===== src/rtl/fifobram_v2.sv =====
// fifobram_v2: addressed BRAM plus an independent circular FIFO sharing
// one registered read port, with occupancy status and sticky error flags.
//
// Parameters:
//   WIDTH             data width (>= 1)
//   LOG2_DEPTH        log2 of entries per store (>= 2)
//   ALMOSTFULL_MARGIN free-slot threshold for almostfull (1..DEPTH-1)
//   READ_LATENCY      cycles from accepted read to rvalid (1 or 2)
//
// Ports:
//   clk, reset        rising-edge clock, asynchronous active-high reset
//   we, waddr, wdata  write strobe, BRAM write address, write data
//   wfifobram         write target: 00 none, 01 BRAM, 10 FIFO, 11 both
//   re, raddr         read strobe, BRAM read address
//   rfifobram         read source: 01 BRAM, 10 FIFO, 00/11 illegal
//   rdata, rvalid     read data and its one-cycle qualifier
//   count             FIFO occupancy 0..DEPTH
//   almostfull, empty registered FIFO status
//   err_clear         clears the sticky error flags
//   overflow, underflow, illegal_read  sticky error flags
//
// Build option: define FIFOBRAM_ERROR_FLAGS_EN to build the error flags.
// Without it the three flags are tied low and err_clear is ignored.

module fifobram_v2 #(
    parameter int WIDTH             = 32,
    parameter int LOG2_DEPTH        = 5,
    parameter int ALMOSTFULL_MARGIN = 4,
    parameter int READ_LATENCY      = 1
) (
    input  logic                  clk,
    input  logic                  reset,
    input  logic                  we,
    input  logic [LOG2_DEPTH-1:0] waddr,
    input  logic [WIDTH-1:0]      wdata,
    input  logic [1:0]            wfifobram,
    input  logic                  re,
    input  logic [LOG2_DEPTH-1:0] raddr,
    input  logic [1:0]            rfifobram,
    output logic [WIDTH-1:0]      rdata,
    output logic                  rvalid,
    output logic [LOG2_DEPTH:0]   count,
    output logic                  almostfull,
    output logic                  empty,
    input  logic                  err_clear,
    output logic                  overflow,
    output logic                  underflow,
    output logic                  illegal_read
);

    localparam int DEPTH    = 1 << LOG2_DEPTH;
    localparam int AF_LEVEL = DEPTH - ALMOSTFULL_MARGIN;

    typedef logic [LOG2_DEPTH-1:0] ptr_t;
    typedef logic [LOG2_DEPTH:0]   cnt_t;

    // Elaboration-time parameter checks
    if (READ_LATENCY != 1 && READ_LATENCY != 2) begin : g_bad_latency
        $error("fifobram_v2: READ_LATENCY must be 1 or 2");
    end
    if (WIDTH < 1) begin : g_bad_width
        $error("fifobram_v2: WIDTH must be >= 1");
    end
    if (LOG2_DEPTH < 2) begin : g_bad_depth
        $error("fifobram_v2: LOG2_DEPTH must be >= 2");
    end
    if (ALMOSTFULL_MARGIN < 1 || ALMOSTFULL_MARGIN > DEPTH - 1) begin : g_bad_margin
        $error("fifobram_v2: ALMOSTFULL_MARGIN out of range");
    end

    // Storage
    logic [WIDTH-1:0] bram_mem [DEPTH];
    logic [WIDTH-1:0] fifo_mem [DEPTH];

    ptr_t wptr;
    ptr_t rptr;
    cnt_t count_nxt;

    // Request decode
    logic push_req;
    logic pop_req;
    logic bram_rd;
    logic pop_ok;
    logic push_ok;
    logic rd_ok;
    logic full;

    assign full     = (count == cnt_t'(DEPTH));
    assign push_req = we & wfifobram[1];
    assign pop_req  = re & (rfifobram == 2'b10);
    assign bram_rd  = re & (rfifobram == 2'b01);

    // A pop needs data already stored: a same-cycle push cannot satisfy it.
    assign pop_ok  = pop_req & ~empty;
    // A pop in the same cycle frees the slot the push lands in.
    assign push_ok = push_req & (~full | pop_ok);
    assign rd_ok   = bram_rd | pop_ok;

    // Memory writes; BRAM contents survive reset.
    always_ff @(posedge clk) begin
        if (we && wfifobram[0]) begin
            bram_mem[waddr] <= wdata;
        end
        if (push_ok) begin
            fifo_mem[wptr] <= wdata;
        end
    end

    // Read word sampled at the same edge as any write: old data wins.
    logic [WIDTH-1:0] rd_word;
    assign rd_word = bram_rd ? bram_mem[raddr] : fifo_mem[rptr];

    // Occupancy bookkeeping
    always_comb begin
        count_nxt = count;
        unique case ({push_ok, pop_ok})
            2'b10:   count_nxt = count + cnt_t'(1);
            2'b01:   count_nxt = count - cnt_t'(1);
            default: count_nxt = count;
        endcase
    end

    always_ff @(posedge clk or posedge reset) begin
        if (reset) begin
            wptr       <= '0;
            rptr       <= '0;
            count      <= '0;
            empty      <= 1'b1;
            almostfull <= 1'b0;
        end else begin
            if (push_ok) begin
                wptr <= wptr + ptr_t'(1);
            end
            if (pop_ok) begin
                rptr <= rptr + ptr_t'(1);
            end
            count      <= count_nxt;
            empty      <= (count_nxt == '0);
            almostfull <= (count_nxt >= cnt_t'(AF_LEVEL));
        end
    end

    // Read pipeline: fin_* feeds the output register, either directly
    // from the memory (latency 1) or via one extra stage (latency 2).
    logic             fin_valid;
    logic [WIDTH-1:0] fin_data;

    if (READ_LATENCY == 2) begin : g_lat2
        logic             s1_valid;
        logic [WIDTH-1:0] s1_data;

        always_ff @(posedge clk or posedge reset) begin
            if (reset) begin
                s1_valid <= 1'b0;
            end else begin
                s1_valid <= rd_ok;
            end
        end

        always_ff @(posedge clk) begin
            if (rd_ok) begin
                s1_data <= rd_word;
            end
        end

        assign fin_valid = s1_valid;
        assign fin_data  = s1_data;
    end else begin : g_lat1
        assign fin_valid = rd_ok;
        assign fin_data  = rd_word;
    end

    // rdata holds its last value whenever no new word arrives.
    always_ff @(posedge clk or posedge reset) begin
        if (reset) begin
            rvalid <= 1'b0;
            rdata  <= '0;
        end else begin
            rvalid <= fin_valid;
            if (fin_valid) begin
                rdata <= fin_data;
            end
        end
    end

`ifdef FIFOBRAM_ERROR_FLAGS_EN
    logic ovf_evt;
    logic unf_evt;
    logic bad_rd;

    assign ovf_evt = push_req & ~push_ok;
    assign unf_evt = pop_req & ~pop_ok;
    assign bad_rd  = re & (rfifobram[1] ~^ rfifobram[0]);

    // A new event outranks a simultaneous clear.
    always_ff @(posedge clk or posedge reset) begin
        if (reset) begin
            overflow     <= 1'b0;
            underflow    <= 1'b0;
            illegal_read <= 1'b0;
        end else begin
            if (ovf_evt) begin
                overflow <= 1'b1;
            end else if (err_clear) begin
                overflow <= 1'b0;
            end
            if (unf_evt) begin
                underflow <= 1'b1;
            end else if (err_clear) begin
                underflow <= 1'b0;
            end
            if (bad_rd) begin
                illegal_read <= 1'b1;
            end else if (err_clear) begin
                illegal_read <= 1'b0;
            end
        end
    end
`else
    logic unused_err_clear;
    assign unused_err_clear = err_clear;

    assign overflow     = 1'b0;
    assign underflow    = 1'b0;
    assign illegal_read = 1'b0;
`endif

endmodule


===== config.mk =====
export PLATFORM = sky130hd
export DESIGN_NAME = fifobram_v2
export DESIGN_NICKNAME = d
export VERILOG_FILES = /design/src/rtl/fifobram_v2.sv
export SDC_FILE = /design/constraint.sdc
export NUM_CORES = 2
export LEC_CHECK = 0
export BUFFER_PORTS_ARGS = -buffer_cell sky130_fd_sc_hd__buf_4
export CORE_UTILIZATION = 50
export DETAILED_ROUTE_END_ITERATION = 10
export PLACE_DENSITY_LB_ADDON = 0.1
export SETUP_SLACK_MARGIN = 0.15
export SYNTH_ARGS = -nofsm -noshare
export SYNTH_HDL_FRONTEND = slang
export SYNTH_SLANG_ARGS = --single-unit
export TNS_END_PERCENT = 20

===== constraint.sdc =====
create_clock -name clk -period 5.89 [get_ports clk]
set_clock_uncertainty 0.15 [all_clocks]
set_input_delay 0.2945 -clock clk [delete_from_list [all_inputs] [get_ports clk]]
set_output_delay 0.2945 -clock clk [all_outputs]
set_load 0.03 [all_outputs]

==> impl_metrics.csv <==
group,metric,value,unit
status,outcome,"completed",
logic_synthesis,async_reset_ff_frac,0.0243,
logic_synthesis,synth_edf_count,2048,
timing,rsz0062_at_grt,"no",
clocking,post_cts_buffers,0,
cells_and_area,final_layout_size_suffix_gt1_frac,0.227,
worst_setup_path,worstPathMaxFanout,35,
place,place.gp.congestion,0.838,
clocking,path_clk_slew,0.06,ns
floorplanning,dieHeight,404,um
timing,worst_pin_slew,1.16,ns
worst_setup_path,crit_type,"register to register",
logic_synthesis,synth_top_cell_area_share,0.760,
clocking,cts_htree_levels,4,
global_route,grt_pass1_vias,38500,
power,p_leak,29.5,nW
worst_setup_path,critPathArrivalTime,4.34,ns
logic_synthesis,yosysWarnings,0,
timing,slew_viol_final,0,
timing,fin_crit,3.82,ns
timing,maxSlewHeadroom,0.224,
logic_synthesis,synth_common_cells,"edfxtp_1 (2048), mux2i_1 (411), mux4_2 (355), nor2_1 (134), buf_2 (95)",
cells_and_area,layout.nets,4127,
timing,fin_tns_setup,0,ns
min_path,hp-class,"input port to register",
timing,finalHoldViolations,0,
clocking,cts_root_buffer,"clkbuf_16",
floorplanning,top_level_ports,95,
global_route,grt.overflow.total,0,
logic_synthesis,yosysMostFrequentCell,"edfxtp_1",
drt,wire_per_inst,31.9,um
power,max-vdd-ir-drop,0.000302,V
logic_synthesis,synth_flop_cell,"edfxtp_1",
worst_setup_path,cp.required,6.40,ns
logic_synthesis,synthTopCellsByArea,"edfxtp_1 (76%), mux4_2 (9.9%), mux2i_1 (5.1%), dfrtp_1 (1.5%), nor2_1 (0.62%)",
global_route,grt_pass1_wl,288000,um
floorplanning,dieArea,0.163,sq mm
worst_setup_path,cp-end-kind,"register",
drt,first_pass_iters,5,
drt,via_per_inst,6.13,
logic_synthesis,synth-seq-cells,2099,
job,cap_violations,0,
global_route,antenna_found_initial,3,
clocking,insertion_delay,0.84,ns
cells_and_area,syn2layout_area_growth,13.2,%
clocking,cts_resized,0,
logic_synthesis,syn_inst,3812,
logic_synthesis,yosys.area.top_type,"edfxtp_1",
clocking,cts-buffers-inserted,210,
timing,finalSetupViolCount,0,
global_route,grt_max_degree,100,
drt,vias,39200,
timing,period_share,0.649,
floorplanning,start_util,0.504,
clocking,cts_buffer_depth,3,
drt,ant_nets,0,
drt,first_iter_violations,4271,
place,port_buffers,90,
worst_setup_path,r2r_cells,6,
power,powerDensity,399,mW/mm^2
power,power,0.0365,W
global_route,track_usage,0.251,
timing,fmax,262,MHz
clocking,postCtsHoldBufs,41,
cells_and_area,finish.utilization,0.570,
drt,drc,0,
drt,wirelength,204000,um
logic_synthesis,synth_cell_types,67,
floorplanning,rows,147,
floorplanning,die_w,404,um
clocking,clkSinkCount,2099,
clocking,tritoncts,"done",
logic_synthesis,syn_area,0.0809,sq mm
worst_setup_path,worstSetupStartpointType,"register",
place,dpl.hpwl,117000,um
logic_synthesis,avgSynthCellArea,21.2,sq um
logic_synthesis,ys_seq_area_frac,0.776,
floorplanning,core,0.161,sq mm
min_path,whs_path_depth,3,
-- placed cells by master, fill, tap and decap left out, drive strengths merged, types with 7 or more instances in the layout --
| master | instances |
|---|---|
| ha | 9 |
| nand3 | 23 |
| nand4 | 7 |
| a211oi | 38 |
| dfrtp | 50 |
| o21ai | 28 |
| nor2 | 136 |
| a311o | 16 |
| clkbuf | 279 |
| a21oi | 21 |
| o22a | 14 |
| nor2b | 20 |
| a22o | 42 |
| buf | 218 |
| inv | 14 |
| nand3b | 8 |
| o211ai | 15 |
| mux2i | 411 |
| a32oi | 16 |
| a211o | 16 |
| clkinv | 83 |
| o221ai | 18 |
| nor3 | 17 |
| a221oi | 28 |
| o22ai | 63 |
| bufinv | 7 |
| xnor2 | 9 |
| dlygate4sd3 | 41 |
| o2111ai | 14 |
| mux4 | 355 |
| edfxtp | 2048 |
| nand2 | 68 |
| a22oi | 51 |
-- cell families after synthesis --
family / synth area share
xor gates and xnor gates: 0.00119
AOI/OAI and AO/OA: 0.0372
and+or+nand+nor: 0.0179
DFF: 0.776
buffers and inverters: 0.0159
muxes: 0.150
other: 0.0000464
adders and majority gates: 0.00164
-- worst max-delay path, cell delays in order (launching register included) --
cell      delay (ns)
dfrtp_4         0.94
buf_4           0.34
mux4_2          0.52
mux2i_1         0.56
nor2_1          0.08
o211ai_1        0.85
nand3_1         0.15
-- metal layers --
metal | up-vias | wire length, um | GRT usage
met3 | 247 | 16000 | 0.0481
met4 | 0 | 5740 | 0.0753
met5 | - | 0 | 0
li1 | 16500 | - | -
met2 | 1467 | 89800 | 0.362
met1 | 21000 | 92200 | 0.390
-- sequential cells by signal, indices dropped and copies added, names as in the netlist --
name and cells:
count 6, rvalid 1, almostfull 1, wptr 5, bram_mem 1024, rptr 5, fifo_mem 1024, rdata 32
empty 1
-- power breakdown --
part	switching [W]	total, W	leakage [nW]	internal, W
sequential	0.000607	0.0174	19.0	0.0168
clock	0.00556	0.0126	3.16	0.00706
combinational	0.00395	0.00644	7.34	0.00249
total	0.0101	0.0365	29.5	0.0264
-- stage by stage --
stage / cell area (sq um) / instances / hold WS (ns) / setup slack (ns)
2_1_floorplan: 80900 / 3814 / 0.243 / 2.44
3_3_place_gp: 84700 / 5973 / 0.426 / 2.10
3_5_place_dp: 84700 / 5973 / 0.430 / 2.14
4_1_cts: 91500 / 6391 / 0.00982 / 2.11
5_1_grt: 91500 / 6391 / 0.0747 / 1.89
6_report: 91500 / 6393 / 0.0913 / 2.07
-- area by class of cell --
| type | instances | area [sq um] |
|---|---|---|
| fillers | 12000 | 69000 |
| multi-input cells | 1489 | 17400 |
| flip-flops and latches | 2099 | 62800 |
| repair buffers | 259 | 2160 |
| clock inverters | 98 | 787 |
| clock buffers | 279 | 5680 |
| well taps | 2160 | 2700 |
| inverters | 7 | 26.3 |
| diodes | 2 | 5.00 |
-- path summary, 6_finish.rpt --
kind	startpoint	endpoint	slack (ns)
setup / recovery	rptr[0]	rdata[3]	2.07
hold / removal	waddr[3]	bram_mem[5][8]	0.09
setup reg to reg	rptr[0]	rdata[3]	2.07
hold reg to reg	wptr[1]	wptr[3]	0.46
max in group asynchronous	reset	rptr[0]	4.81
min in group asynchronous	reset	count[3]	0.10
No activity file was read; power rests on OpenSTA's default activity.
